==> src/rtl/uart_rx_pkg.sv <==
// Shared helpers and payload types for the UART receive path.
package uart_rx_pkg;

    function automatic int unsigned calc_cpb(input int unsigned clk_hz, input int unsigned bit_rate);
        return clk_hz / bit_rate;
    endfunction

    // Counter width able to hold values 0..n-1, never narrower than one bit.
    function automatic int unsigned width_for(input int unsigned n);
        return (n <= 1) ? 1 : $clog2(n);
    endfunction

    typedef struct packed {
        logic busy;
        logic frame_err;
        logic overrun;
    } rx_status_t;

endpackage

==> src/rtl/uart_rx_fifo.sv <==
// Show-ahead FIFO with extra-MSB pointers; simultaneous push/pop on full is accepted.
module uart_rx_fifo
    import uart_rx_pkg::*;
#(
    parameter int unsigned DEPTH = 4,
    parameter int unsigned WIDTH = 8
) (
    input  logic             clk,
    input  logic             rst,
    input  logic             push,
    input  logic [WIDTH-1:0] push_data,
    input  logic             pop,
    output logic [WIDTH-1:0] head,
    output logic             full,
    output logic             empty
);

    localparam int unsigned AW = width_for(DEPTH);
    localparam int unsigned PW = AW + 1;

    logic [WIDTH-1:0] mem [DEPTH];
    logic [PW-1:0]    wr_ptr;
    logic [PW-1:0]    rd_ptr;
    logic             do_pop;
    logic             do_push;

    assign empty   = (wr_ptr == rd_ptr);
    assign full    = (wr_ptr[AW] != rd_ptr[AW]) && (wr_ptr[AW-1:0] == rd_ptr[AW-1:0]);
    assign do_pop  = pop & ~empty;
    assign do_push = push & (~full | do_pop);
    assign head    = mem[rd_ptr[AW-1:0]];

    always_ff @(posedge clk or posedge rst) begin
        if (rst) begin
            wr_ptr <= '0;
            rd_ptr <= '0;
        end else begin
            if (do_push) wr_ptr <= wr_ptr + PW'(1);
            if (do_pop)  rd_ptr <= rd_ptr + PW'(1);
        end
    end

    // Storage carries no reset; only the pointers define what is valid.
    always_ff @(posedge clk) begin
        if (do_push) mem[wr_ptr[AW-1:0]] <= push_data;
    end

endmodule

==> src/rtl/uart_rx.sv <==
// UART receiver: synchronise, frame, mid-bit sample, stop check, buffer into a valid/ready byte stream.
module uart_rx
    import uart_rx_pkg::*;
#(
    parameter int unsigned BIT_RATE     = 115200,
    parameter int unsigned CLK_HZ       = 10000000,
    parameter int unsigned PAYLOAD_BITS = 8,
    parameter int unsigned STOP_BITS    = 1,
    parameter int unsigned FIFO_DEPTH   = 4
) (
    input  logic                    clk,
    input  logic                    rst,
    input  logic                    uart_rxd,
    output logic [PAYLOAD_BITS-1:0] rx_data,
    output logic                    rx_valid,
    input  logic                    rx_ready,
    output logic                    rx_busy,
    output logic                    rx_frame_err,
    output logic                    rx_overrun
);

    localparam int unsigned CPB        = calc_cpb(CLK_HZ, BIT_RATE);
    localparam int unsigned HALF       = CPB / 2;
    localparam int unsigned CW         = width_for(CPB);
    localparam int unsigned FRAME_BITS = PAYLOAD_BITS + STOP_BITS;
    localparam int unsigned IW         = $clog2(FRAME_BITS) + 1;

    typedef enum logic [2:0] {
        S_IDLE,
        S_START,
        S_DATA,
        S_STOP,
        S_BREAK
    } state_t;

    logic sync1, sync2, prev;
    logic fall_c;

    state_t                  state, state_n;
    logic [CW-1:0]           cnt, cnt_n;
    logic [IW-1:0]           idx, idx_n;
    logic [PAYLOAD_BITS-1:0] shreg, shreg_n;
    logic                    stop_bad, stop_bad_n;
    logic                    push_c;
    logic                    frame_err_c;
    logic                    tick_c;

    rx_status_t status, status_n;

    logic                    fifo_full, fifo_empty, pop_c;
    logic [PAYLOAD_BITS-1:0] fifo_head;

    // Two-flop synchroniser plus one history flop for falling-edge detect.
    always_ff @(posedge clk or posedge rst) begin
        if (rst) begin
            sync1 <= 1'b1;
            sync2 <= 1'b1;
            prev  <= 1'b1;
        end else begin
            sync1 <= uart_rxd;
            sync2 <= sync1;
            prev  <= sync2;
        end
    end

    assign fall_c = prev & ~sync2;
    assign tick_c = (cnt == '0);

    always_ff @(posedge clk or posedge rst) begin
        if (rst) begin
            state    <= S_IDLE;
            cnt      <= '0;
            idx      <= '0;
            shreg    <= '0;
            stop_bad <= 1'b0;
        end else begin
            state    <= state_n;
            cnt      <= cnt_n;
            idx      <= idx_n;
            shreg    <= shreg_n;
            stop_bad <= stop_bad_n;
        end
    end

    always_comb begin
        state_n     = state;
        cnt_n       = cnt;
        idx_n       = idx;
        shreg_n     = shreg;
        stop_bad_n  = stop_bad;
        push_c      = 1'b0;
        frame_err_c = 1'b0;

        unique case (state)
            S_IDLE: begin
                if (fall_c) begin
                    state_n = S_START;
                    cnt_n   = CW'(HALF - 1);
                end
            end

            S_START: begin
                if (!tick_c) begin
                    cnt_n = cnt - CW'(1);
                end else if (!sync2) begin
                    state_n = S_DATA;
                    cnt_n   = CW'(CPB - 1);
                    idx_n   = '0;
                end else begin
                    state_n = S_IDLE;
                end
            end

            S_DATA: begin
                if (!tick_c) begin
                    cnt_n = cnt - CW'(1);
                end else begin
                    shreg_n    = {sync2, shreg[PAYLOAD_BITS-1:1]};
                    cnt_n      = CW'(CPB - 1);
                    idx_n      = idx + IW'(1);
                    stop_bad_n = 1'b0;
                    if (idx == IW'(PAYLOAD_BITS - 1)) state_n = S_STOP;
                end
            end

            // Earlier stop bits accumulate into stop_bad; the final one decides.
            S_STOP: begin
                if (!tick_c) begin
                    cnt_n = cnt - CW'(1);
                end else begin
                    cnt_n = CW'(CPB - 1);
                    idx_n = idx + IW'(1);
                    if (idx == IW'(FRAME_BITS - 1)) begin
                        if (stop_bad || !sync2) begin
                            frame_err_c = 1'b1;
                            state_n     = S_BREAK;
                        end else begin
                            push_c  = 1'b1;
                            state_n = S_IDLE;
                        end
                    end else begin
                        stop_bad_n = stop_bad | ~sync2;
                    end
                end
            end

            S_BREAK: begin
                if (sync2) state_n = S_IDLE;
            end

            default: state_n = S_IDLE;
        endcase
    end

    assign pop_c = rx_valid & rx_ready;

    always_comb begin
        status_n           = '0;
        status_n.busy      = (state_n != S_IDLE);
        status_n.frame_err = frame_err_c;
        status_n.overrun   = push_c & fifo_full & ~pop_c;
    end

    always_ff @(posedge clk or posedge rst) begin
        if (rst) status <= '0;
        else     status <= status_n;
    end

    uart_rx_fifo #(
        .DEPTH (FIFO_DEPTH),
        .WIDTH (PAYLOAD_BITS)
    ) u_fifo (
        .clk       (clk),
        .rst       (rst),
        .push      (push_c),
        .push_data (shreg_n),
        .pop       (pop_c),
        .head      (fifo_head),
        .full      (fifo_full),
        .empty     (fifo_empty)
    );

    assign rx_valid     = ~fifo_empty;
    assign rx_data      = rx_valid ? fifo_head : '0;
    assign rx_busy      = status.busy;
    assign rx_frame_err = status.frame_err;
    assign rx_overrun   = status.overrun;

endmodule
==> config.mk <==
export PLATFORM = sky130hd
export DESIGN_NAME = uart_rx
export DESIGN_NICKNAME = d
export VERILOG_FILES = /design/src/rtl/uart_rx_pkg.sv /design/src/rtl/uart_rx_fifo.sv /design/src/rtl/uart_rx.sv
export SDC_FILE = /design/constraint.sdc
export NUM_CORES = 1
export LEC_CHECK = 0
export CORE_MARGIN = 4
export CORE_UTILIZATION = 58
export DETAILED_ROUTE_END_ITERATION = 6
export PLACE_DENSITY = 0.77
export SLEW_MARGIN = 20
export SYNTH_ARGS = -nofsm -noshare
export SYNTH_HDL_FRONTEND = slang
export SYNTH_SLANG_ARGS = --single-unit
==> constraint.sdc <==
create_clock -name clk -period 4.7 [get_ports clk]
set_input_delay 0.47 -clock clk [delete_from_list [all_inputs] [get_ports clk]]
set_output_delay 0.47 -clock clk [all_outputs]
set_load 0.02 [all_outputs]
==> qor.yml, run 1 <==
outcome: "complete, no violations"
postCtsSetupRepairBufs: 0
crit_chain: "mux4_2 > and2_1 > clkdlybuf4s50_1"
p_leak_nw: 1.36
clock_sinks: 68
dp_cells: 301
area_growth_pct: 14.8
fin_worst_skew_ns: 0.00525
finalCritPeriodShare_pct: 60.7
drc: 0
crit_buf_inv: 1
crit_fanout: 11
grt_max_degree: 37
ys_ff_latch: 68
holdPathStages: 0
synthArstFlopShare_pct: 52.9
hp-start: "sync1$_DFF_PP1_"
slowest_delay_ns: 0.73
rsz0062_at_grt: "no"
fin_crit_ns: 2.85
clk_pin_slew_ns: 0.07
synthMuxAreaShare_pct: 9.59
cts_htree_levels: 3
startpoint_type: "flop"
reg2reg_to: "u_fifo.mem[1][1]$_DFFE_PP_"
power-per-cell-area_nw_per_um2: 486
ctsHoldBuffers: 0
synth_top_family_by_area: "simple AND/OR/NAND/NOR gates"
first_global_vias: 1824
crit_required_ns: 4.23
start_util_pct: 59.8
root_buffer: "clkbuf_8"
synth_area_um2: 3050
layout_common_cells: "dfrtp_1 (33), edfxtp_1 (32), clkdlybuf4s50_1 (15), nand2_1 (14), and2_1 (12)"
setup_tns_ns: 0
die_area_um2: 6490
yosys.area_share.adder_pct: 3.28
cts_tree: "yes"
holdPathEnd: "sync2$_DFF_PP1_"
avgSynthCellArea_um2: 13.9
setup_viol: 0
dpl.hpwl_mm: 3.61
hold_viol_final: 0
grt_antenna_before_repair: 0
rrSetupSlack_ns: 2.11
via_per_inst: 5.58
io_buffers: 15
syn_inst: 219
synth_ff_type: "dfrtp_1"
endpoint_kind: "output port"
cts-resized-gates: 0
final_common_cell: "dfrtp_1"
insertion_delay_ns: 0.33
maxCapViolCount: 0
rows: 26
design.core.area_um2: 5110
drive_gt1_share_pct: 19.0
cts_buffer_depth: 2
routed_wl_mm: 5.15
finalNonFillerCells: 317
synth_cell_types: 49
worstSetupPathType: "reg2out"
arrival_ns: 2.38
globalplace.congestion: 0.784
fp.dieW_um: 80.6
syn_nets: 231
die_h_um: 80.6
cts_buffers: 9
antennaDiodeCount: 0
max_slew_margin_pct: 60.2
synth_warnings: 0
r2r_start: "cnt[0]$_DFFE_PP0P_"
worstMarginPinSlew_ns: 0.597
grt_pass1_wl_mm: 8.77
synth_compound_area_share_pct: 7.82
critPathTopFamily: "flip-flops"
slowest_stage: "dfrtp_1"
synth_edf_count: 32
num_vias: 1770
yosysSeqAreaShare_pct: 61.1
fmax_ghz: 0.351
ioPinCount: 16
finalMaxSlewViolations: 0
gr-total-overflow: 0
vdd_drop_max_v: 0.000244
drt_pre_antenna_iters: 4
fin_nets: 254
r2r_cells: 6
hold_path.class: "reg2reg"
synth-xor-area-share_pct: 2.01
synthSimpleGateAreaFrac_pct: 14.4
wl_per_cell_um: 16.2
grt_use_total_pct: 18.4
drtAntennaViolNets: 0
first_iter_violations: 135
[state kept, by name (all words and copies together) (netlist names), 3 cells and up]
name and cells:
cnt 7, idx 5, shreg 8, state 3, u_fifo.mem 32, u_fifo.rd_ptr 3
u_fifo.wr_ptr 3
[where the power goes]
group / switching (W) / total, W / internal, W / leakage (nW)
clock network: 0.000211 / 0.000523 / 0.000312 / 0.106
registers: 0.000116 / 0.000798 / 0.000682 / 0.750
logic: 0.000187 / 0.000383 / 0.000196 / 0.505
total: 0.000515 / 0.00170 / 0.00119 / 1.36
[worst max path at each step]
stage                                            start                         end  slack (ns)  depth (start not counted)
after floorplan                     cnt[0]$_DFFE_PP0P_  u_fifo.mem[3][0]$_DFFE_PP_        2.47                          6
after global placement    u_fifo.rd_ptr[0]$_DFFE_PP0P_                  rx_data[5]        2.17                          3
after detailed placement            cnt[0]$_DFFE_PP0P_  u_fifo.mem[1][5]$_DFFE_PP_        2.10                          6
after CTS                 u_fifo.rd_ptr[0]$_DFFE_PP0P_                  rx_data[5]        1.79                          3
after global routing      u_fifo.rd_ptr[0]$_DFFE_PP0P_                  rx_data[3]        1.65                          4
final                     u_fifo.rd_ptr[0]$_DFFE_PP0P_                  rx_data[5]        1.85                          3
[cell families after synthesis]
kind of cell | after synthesis
AO/OA/AOI/OAI | 33
adder cells (fa/ha/maj) | 8
buffers and inverters | 14
XOR/XNOR | 7
multiplexers | 18
AND/OR/NAND/NOR | 71
flip-flops | 68
[stage by stage]
stage	utilization [%]	instance area, µm²	total power, W	worst slack (ns)	hold slack (ns)
after detailed placement	64.3	3280	0.00120	2.10	0.347
after floorplan	-	3050	0.00109	2.47	0.345
after global placement	64.3	3280	0.00118	2.17	0.346
after CTS	68.7	3510	0.00172	1.79	0.358
after global routing	68.7	3510	0.00181	1.65	0.362
final	68.7	3510	0.00170	1.85	0.357
[worst register-to-register path, stage by stage (launching register included)]
cell and delay [ns]:
dfrtp_1 0.40, inv_1 0.07, ha_1 0.20, nor4b_4 0.47, nand2_2 0.20, nor4b_4 0.44, and2_1 0.45
[layout make-up]
| class | instances | area, µm² |
|---|---|---|
| Sequential cell | 68 | 1870 |
| Fill cell | 360 | 1600 |
| Multi-Input combinational cell | 137 | 1130 |
| Timing Repair Buffer | 16 | 158 |
| Clock buffer | 10 | 138 |
| Clock inverter | 6 | 87.6 |
| Tap cell | 70 | 87.6 |
| Inverter | 10 | 37.5 |
[layer usage]
metal | GRT usage (%) | vias up | wire [µm]
li1 | - | 856 | -
met1 | 25.0 | 880 | 2440
met2 | 28.3 | 27 | 2480
met3 | 3.36 | 7 | 154
met4 | 9.12 | 0 | 72
met5 | 0 | - | 0
[synthesized netlist by cell type, drive strengths merged (4+ instances only)]
library cell / count / area [µm²]
mux2: 10 / 113
nor2: 11 / 43.8
mux4: 8 / 180
o21ai: 6 / 30.0
dfrtp: 33 / 826
xnor2: 5 / 43.8
and2: 12 / 75.1
nand2b: 5 / 31.3
a21oi: 11 / 55.1
edfxtp: 32 / 961
nor3: 5 / 25.0
inv: 10 / 37.5
nand3: 4 / 20.0
ha: 8 / 100
nand2: 15 / 58.8
Note: power is estimated with default switching activity, not from simulation.
==> run 2: changes to the inputs <==
--- a/config.mk
+++ b/config.mk
@@ -6,9 +6,9 @@
 export NUM_CORES = 1
 export LEC_CHECK = 0
 export CORE_MARGIN = 4
-export CORE_UTILIZATION = 58
+export CORE_UTILIZATION = 53
 export DETAILED_ROUTE_END_ITERATION = 6
-export PLACE_DENSITY = 0.77
+export PLACE_DENSITY = 0.75
 export SLEW_MARGIN = 20
 export SYNTH_ARGS = -nofsm -noshare
 export SYNTH_HDL_FRONTEND = slang
==> constraint.sdc (replaced) <==
create_clock -name clk -period 2.4 [get_ports clk]
set_input_delay 0.24 -clock clk [delete_from_list [all_inputs] [get_ports clk]]
set_output_delay 0.24 -clock clk [all_outputs]
set_load 0.02 [all_outputs]
==> qor.yml, run 2 (synthesis results as in run 1) <==
outcome: "complete, no violations"  # unchanged
slowest_stage: "clkdlybuf4s50_1"  # was dfrtp_1
hp-start: "uart_rxd"  # was sync1$_DFF_PP1_
drc: 0  # unchanged
seqPwrFrac_pct: 44.1  # was 46.8%
power-per-cell-area_nw_per_um2: 931  # was 486 nW/µm²
routed_wl_mm: 5.43  # was 5.15 mm
critPathTopFamily: "buffers and inverters"  # was flip-flops
vdd_drop_max_v: 0.000636  # was 0.000244 V
final_common_cell: "dfrtp_1"  # unchanged
postCtsSetupRepairBufs: 0  # unchanged
clock_sinks: 68  # unchanged
layout_common_cells: "dfrtp_1 (33), edfxtp_1 (32), nand2_1 (14), clkdlybuf4s50_1 (13), buf_4 (13)"  # was dfrtp_1 (33), edfxtp_1 (32), clkdlybuf4s50_1 (15), nand2_1 (14), and2_1 (12)
clockPowerShare_pct: 27.3  # was 30.7%
arrival_ns: 2.09  # was 2.38 ns
cts_buffers: 9  # unchanged
hold_path.class: "in2reg"  # was reg2reg
holdPathStages: 1  # was 0
finalPower_w: 0.00336  # was 0.00170 W
clk_pin_slew_ns: 0.07  # about the same
fin_worst_skew_ns: 0.00705  # was 0.00525 ns
max_slew_margin_pct: 68.2  # was 60.2%
dpl.hpwl_mm: 3.72  # was 3.61 mm
design.core.area_um2: 5540  # was 5110 µm²
cts-resized-gates: 0  # unchanged
holdPathEnd: "sync1$_DFF_PP1_"  # was sync2$_DFF_PP1_
largest_reg_flops: 32  # unchanged
num_vias: 1818  # was 1770
grt_use_total_pct: 17.1  # was 18.4%
cts_htree_levels: 3  # unchanged
via_per_inst: 5.48  # was 5.58
grt_max_degree: 37  # unchanged
power.internal_w: 0.00228  # was 0.00119 W
start_util_pct: 55.1  # was 59.8%
slowest_delay_ns: 0.53  # was 0.73 ns
drt_pre_antenna_iters: 4  # unchanged
root_buffer: "clkbuf_8"  # unchanged
finalCritPeriodShare_pct: 97.1
swShare_pct: 32.0  # was 30.2%
r2r_start: "cnt[0]$_DFFE_PP0P_"  # unchanged
globalplace.congestion: 0.812  # was 0.784
io_buffers: 15  # unchanged
setup_viol: 0  # unchanged
drtAntennaViolNets: 0  # unchanged
die_area_um2: 7040  # was 6490 µm²
place_area_um2: 3390  # was 3280 µm²
p_leak_nw: 1.47  # was 1.36 nW
rows: 27  # was 26
cts_tree: "yes"  # unchanged
antennaDiodeCount: 0  # unchanged
grt_pass1_wl_mm: 9.19  # was 8.77 mm
hold_viol_final: 0  # unchanged
fmax_ghz: 0.429
cts_buffer_depth: 2  # unchanged
final_area_um2: 3610  # was 3510 µm²
holdWs_ns: 0.302  # was 0.357 ns
insertion_delay_ns: 0.34  # was 0.33 ns
die_h_um: 83.9  # was 80.6 µm
reg2reg_to: "u_fifo.mem[3][7]$_DFFE_PP_"  # was u_fifo.mem[1][1]$_DFFE_PP_
startpoint_type: "flop"  # unchanged
ctsHoldBuffers: 0  # unchanged
crit_fanout: 11  # unchanged
finalMaxSlewViolations: 0  # unchanged
first_global_vias: 1881  # was 1824
crit_start: "u_fifo.rd_ptr[0]$_DFFE_PP0P_"  # unchanged
r2r_cells: 7  # was 6
fin_crit_ns: 2.33
area_growth_pct: 18.1  # was 14.8%
setup_tns_ns: 0  # unchanged
crit_buf_inv: 2  # was 1
endpoint_kind: "output port"  # unchanged
pwr-share-comb_pct: 28.6  # was 22.5%
ioPinCount: 16  # unchanged
rrSetupSlack_ns: 0.22  # was 2.11 ns
worstSetupPathType: "reg2out"  # unchanged
crit_chain: "buf_12 > mux4_2 > and2_1 > clkdlybuf4s50_1"  # was mux4_2 > and2_1 > clkdlybuf4s50_1
crit_required_ns: 2.16  # was 4.23 ns
grt_antenna_before_repair: 0  # unchanged
first_iter_violations: 84  # was 135
worstMarginPinSlew_ns: 0.471  # was 0.597 ns
wl_per_cell_um: 16.3  # was 16.2 µm
gr-total-overflow: 0  # unchanged
drive_gt1_share_pct: 23.8  # was 19.0%
p_sw_w: 0.00107  # was 0.000515 W
fin_nets: 267  # was 254
fill_cells: 394  # was 360
fp.dieW_um: 83.9  # was 80.6 µm
rsz0062_at_grt: "no"  # unchanged
maxCapViolCount: 0  # unchanged
-- run 2: changes by cell type in the layout (fill, tap and decap cells not counted) --
cell	previous run	this run
buf_4	1	13
clkinv_4	1	4
clkinvlp_4	2	1
clkinv_1	1	0
clkbuf_8	10	9
xnor2_2	0	1
bufinv_16	2	1
dlymetal6s2s_1	0	2
buf_12	0	1
clkinv_2	0	1
xnor2_1	5	4
clkdlybuf4s50_1	15	13
-- run 2: worst max path at each step --
stage / to / depth (start not counted)
after CTS: rx_data[6] / 4
after global routing: u_fifo.mem[3][2]$_DFFE_PP_ / 7
after global placement: u_fifo.mem[3][0]$_DFFE_PP_ / 7
final: rx_data[7] / 4
after floorplan: u_fifo.mem[3][0]$_DFFE_PP_ / 6
after detailed placement: u_fifo.mem[3][1]$_DFFE_PP_ / 7
-- run 2: power by group through the flow --
| stage | Combinational [W] | Sequential (W) | Clock, W |
|---|---|---|---|
| final | 0.000959 | 0.00148 | 0.000918 |
| after global routing | 0.00107 | 0.00150 | 0.000995 |
| after CTS | 0.000959 | 0.00148 | 0.000946 |
| after detailed placement | 0.000949 | 0.00150 | 0 |
| after global placement | 0.000933 | 0.00150 | 0 |
| after floorplan | 0.000653 | 0.00147 | 0 |
-- run 2: cell type report --
type | count | area (µm²) | share of cell area [%]
repair buffers | 29 | 273 | 7.56
multi-input cells | 137 | 1140 | 31.6
clock inverters | 7 | 77.6 | 2.15
inverters | 10 | 37.5 | 1.04
clock buffers | 9 | 124 | 3.43
well taps | 72 | 90.1 | 2.50
flip-flops and latches | 68 | 1870 | 51.7
-- run 2: per-layer routing --
metal	share of wire (%)	wire, µm	global-route usage [%]
met1	49	2650	24.3
met5	0	0	0
met2	46	2510	25.0
met3	2.9	158	3.36
met4	2.0	110	8.63
-- run 2: through the flow --
stage	utilization, %	setup WS [ns]	std cells
finish	65.1	0.0694	332
global route	65.1	0.00113	332
CTS	64.9	0.0154	332
detailed placement	61.3	0.184	316
global placement	61.3	0.246	316
floorplan	-	0.167	219
==> run 3: changes to the inputs <==
--- a/config.mk
+++ b/config.mk
@@ -8,7 +8,7 @@
 export CORE_MARGIN = 4
 export CORE_UTILIZATION = 53
 export DETAILED_ROUTE_END_ITERATION = 6
-export PLACE_DENSITY = 0.75
+export PLACE_DENSITY_LB_ADDON = 0.08
 export SLEW_MARGIN = 20
 export SYNTH_ARGS = -nofsm -noshare
 export SYNTH_HDL_FRONTEND = slang
==> qor.yml, run 3 (synthesis results as in run 1) <==
crit_required_ns: 2.43  # was 2.16 ns
ioPinCount: 16  # unchanged
maxCapViolCount: 0  # unchanged
routed_wl_mm: 5.28  # was 5.43 mm
clock_sinks: 68  # unchanged
setup_viol: 0  # unchanged
die_h_um: 83.9  # unchanged
grt_antenna_before_repair: 0  # unchanged
insertion_delay_ns: 0.34  # about the same
place_area_um2: 3320  # was 3390 µm²
grt_use_total_pct: 16.6  # was 17.1%
max_slew_margin_pct: 65.4  # was 68.2%
dpl.hpwl_mm: 3.82  # was 3.72 mm
fmax_ghz: 0.458  # was 0.429 GHz
fin_crit_ns: 2.18  # was 2.33 ns
via_per_inst: 5.56  # was 5.48
hold_path.class: "in2async"  # was in2reg
finalCritPeriodShare_pct: 91.0  # was 97.1%
setup_tns_ns: 0  # unchanged
rsz0062_at_grt: "no"  # unchanged
outcome: "complete, no violations"  # unchanged
critPathTopFamily: "simple AND/OR/NAND/NOR gates"  # was buffers and inverters
slowest_delay_ns: 0.41  # was 0.53 ns
design.core.area_um2: 5540  # unchanged
cts_buffer_depth: 2  # unchanged
cp_common_cell: "nor4b_4"
layout_common_cells: "dfrtp_1 (33), edfxtp_1 (32), nand2_1 (14), a21oi_1 (11)"  # was dfrtp_1 (33), edfxtp_1 (32), nand2_1 (14), clkdlybuf4s50_1 (13), buf_4 (13)
crit_fanout: 8  # was 11
fin_worst_skew_ns: 0.00591  # was 0.00705 ns
antennaDiodeCount: 0  # unchanged
crit_cells: 6  # was 4
first_iter_violations: 96  # was 84
p_leak_nw: 1.40  # was 1.47 nW
rows: 27  # unchanged
hold_viol_final: 0  # unchanged
wl_per_cell_um: 16.3  # about the same
arrival_ns: 2.21  # was 2.09 ns
endpoint_kind: "flop"  # was output port
num_vias: 1800  # was 1818
cts_tree: "yes"  # unchanged
globalplace.congestion: 0.874  # was 0.812
drc: 0  # unchanged
fill_cells: 426  # was 394
worstMarginPinSlew_ns: 0.520  # was 0.471 ns
final_common_cell: "dfrtp_1"  # unchanged
startpoint_type: "flop"  # unchanged
clk_pin_slew_ns: 0.07  # about the same
start_util_pct: 55.1  # unchanged
vdd_drop_max_v: 0.000531  # was 0.000636 V
multiInputGateArea_um2: 1140  # about the same
area_growth_pct: 15.3  # was 18.1%
first_global_vias: 1864  # was 1881
slowest_stage: "dfrtp_1"  # was clkdlybuf4s50_1
grt_pass1_wl_mm: 8.98  # was 9.19 mm
finalMaxSlewViolations: 0  # unchanged
die_area_um2: 7040  # unchanged
power-per-cell-area_nw_per_um2: 934  # was 931 nW/µm²
drtAntennaViolNets: 0  # unchanged
final_area_um2: 3520  # was 3610 µm²
largest_reg_flops: 32  # unchanged
drt_pre_antenna_iters: 4  # unchanged
cts_buffers: 9  # unchanged
gr-total-overflow: 0  # unchanged
r2r_cells: 6  # was 7
grt_max_degree: 37  # unchanged
regArea_um2: 1870  # unchanged
crit_chain: "inv_1 > ha_1 > nor4b_4 > nand2_2 > nor4b_4 > and2_2"  # was buf_12 > mux4_2 > and2_1 > clkdlybuf4s50_1
io_buffers: 15  # unchanged
root_buffer: "clkbuf_8"  # unchanged
r2r_start: "cnt[0]$_DFFE_PP0P_"  # unchanged
crit_start: "cnt[0]$_DFFE_PP0P_"  # was u_fifo.rd_ptr[0]$_DFFE_PP0P_
fp.dieW_um: 83.9  # unchanged
fin_nets: 259  # was 267
drive_gt1_share_pct: 22.6  # was 23.8%
worstSetupPathType: "reg2reg"  # was reg2out
cts_htree_levels: 3  # unchanged
crit_buf_inv: 1  # was 2
-- run 3: final cells by class --
class	count	area share (%)
well taps	72	2.56
clock inverters	6	1.81
clock buffers	10	3.91
multi-input cells	137	32.3
flip-flops and latches	68	53.0
repair buffers	21	5.36
inverters	10	1.07
-- run 3: path summary, 6_finish.rpt --
kind	slack, ns	to
max	0.22	u_fifo.mem[0][1]$_DFFE_PP_
min	0.28	cnt[4]$_DFFE_PP0P_
max reg2reg	0.22	u_fifo.mem[0][1]$_DFFE_PP_
min reg2reg	0.36	sync2$_DFF_PP1_
max in group asynchronous	1.76	sync2$_DFF_PP1_
min in group clk	0.30	sync1$_DFF_PP1_
-- run 3: layer usage --
| metal | up-vias | share of wire (%) | global-route usage [%] |
|---|---|---|---|
| li1 | 867 | - | - |
| met5 | - | 0 | 0 |
| met3 | 15 | 3.8 | 4.54 |
| met4 | 0 | 2.5 | 8.04 |
| met1 | 880 | 42 | 19.2 |
| met2 | 38 | 52 | 28.3 |
-- run 3: power by group --
part | leakage, nW | internal [W] | switching [W]
registers | 0.750 | 0.00134 | 0.000161
logic | 0.550 | 0.000402 | 0.000459
clock network | 0.0983 | 0.000505 | 0.000425
-- run 3: timing repair --
action | in CTS | in global routing
hold endpoints to repair | 0 | 0
pin swaps | 0 | 1
gates cloned | 0 | 0
hold buffers | 0 | 0
buffers inserted | 0 | 0
gates resized for setup | 9 | 4
endpoints found under the setup margin | 8 | 32
-- run 3: through the flow --
step	std cells	utilization [%]	worst slack [ns]	total power, W	hold slack [ns]
final	324	63.6	0.217	0.00329	0.284
after floorplan	219	-	0.167	0.00213	0.244
after global placement	308	60.0	0.169	0.00235	0.347
after global routing	324	63.6	0.00825	0.00350	0.274
after CTS	324	63.5	0.0376	0.00333	0.284
after detailed placement	308	60.0	0.0780	0.00240	0.350
-- run 3: worst reg2reg max path, cell delays in order, from the launching register on --
cell and delay, ns:
dfrtp_1 0.41, inv_1 0.07, ha_1 0.22, nor4b_4 0.27
nand2_2 0.15, nor4b_4 0.40, and2_2 0.35
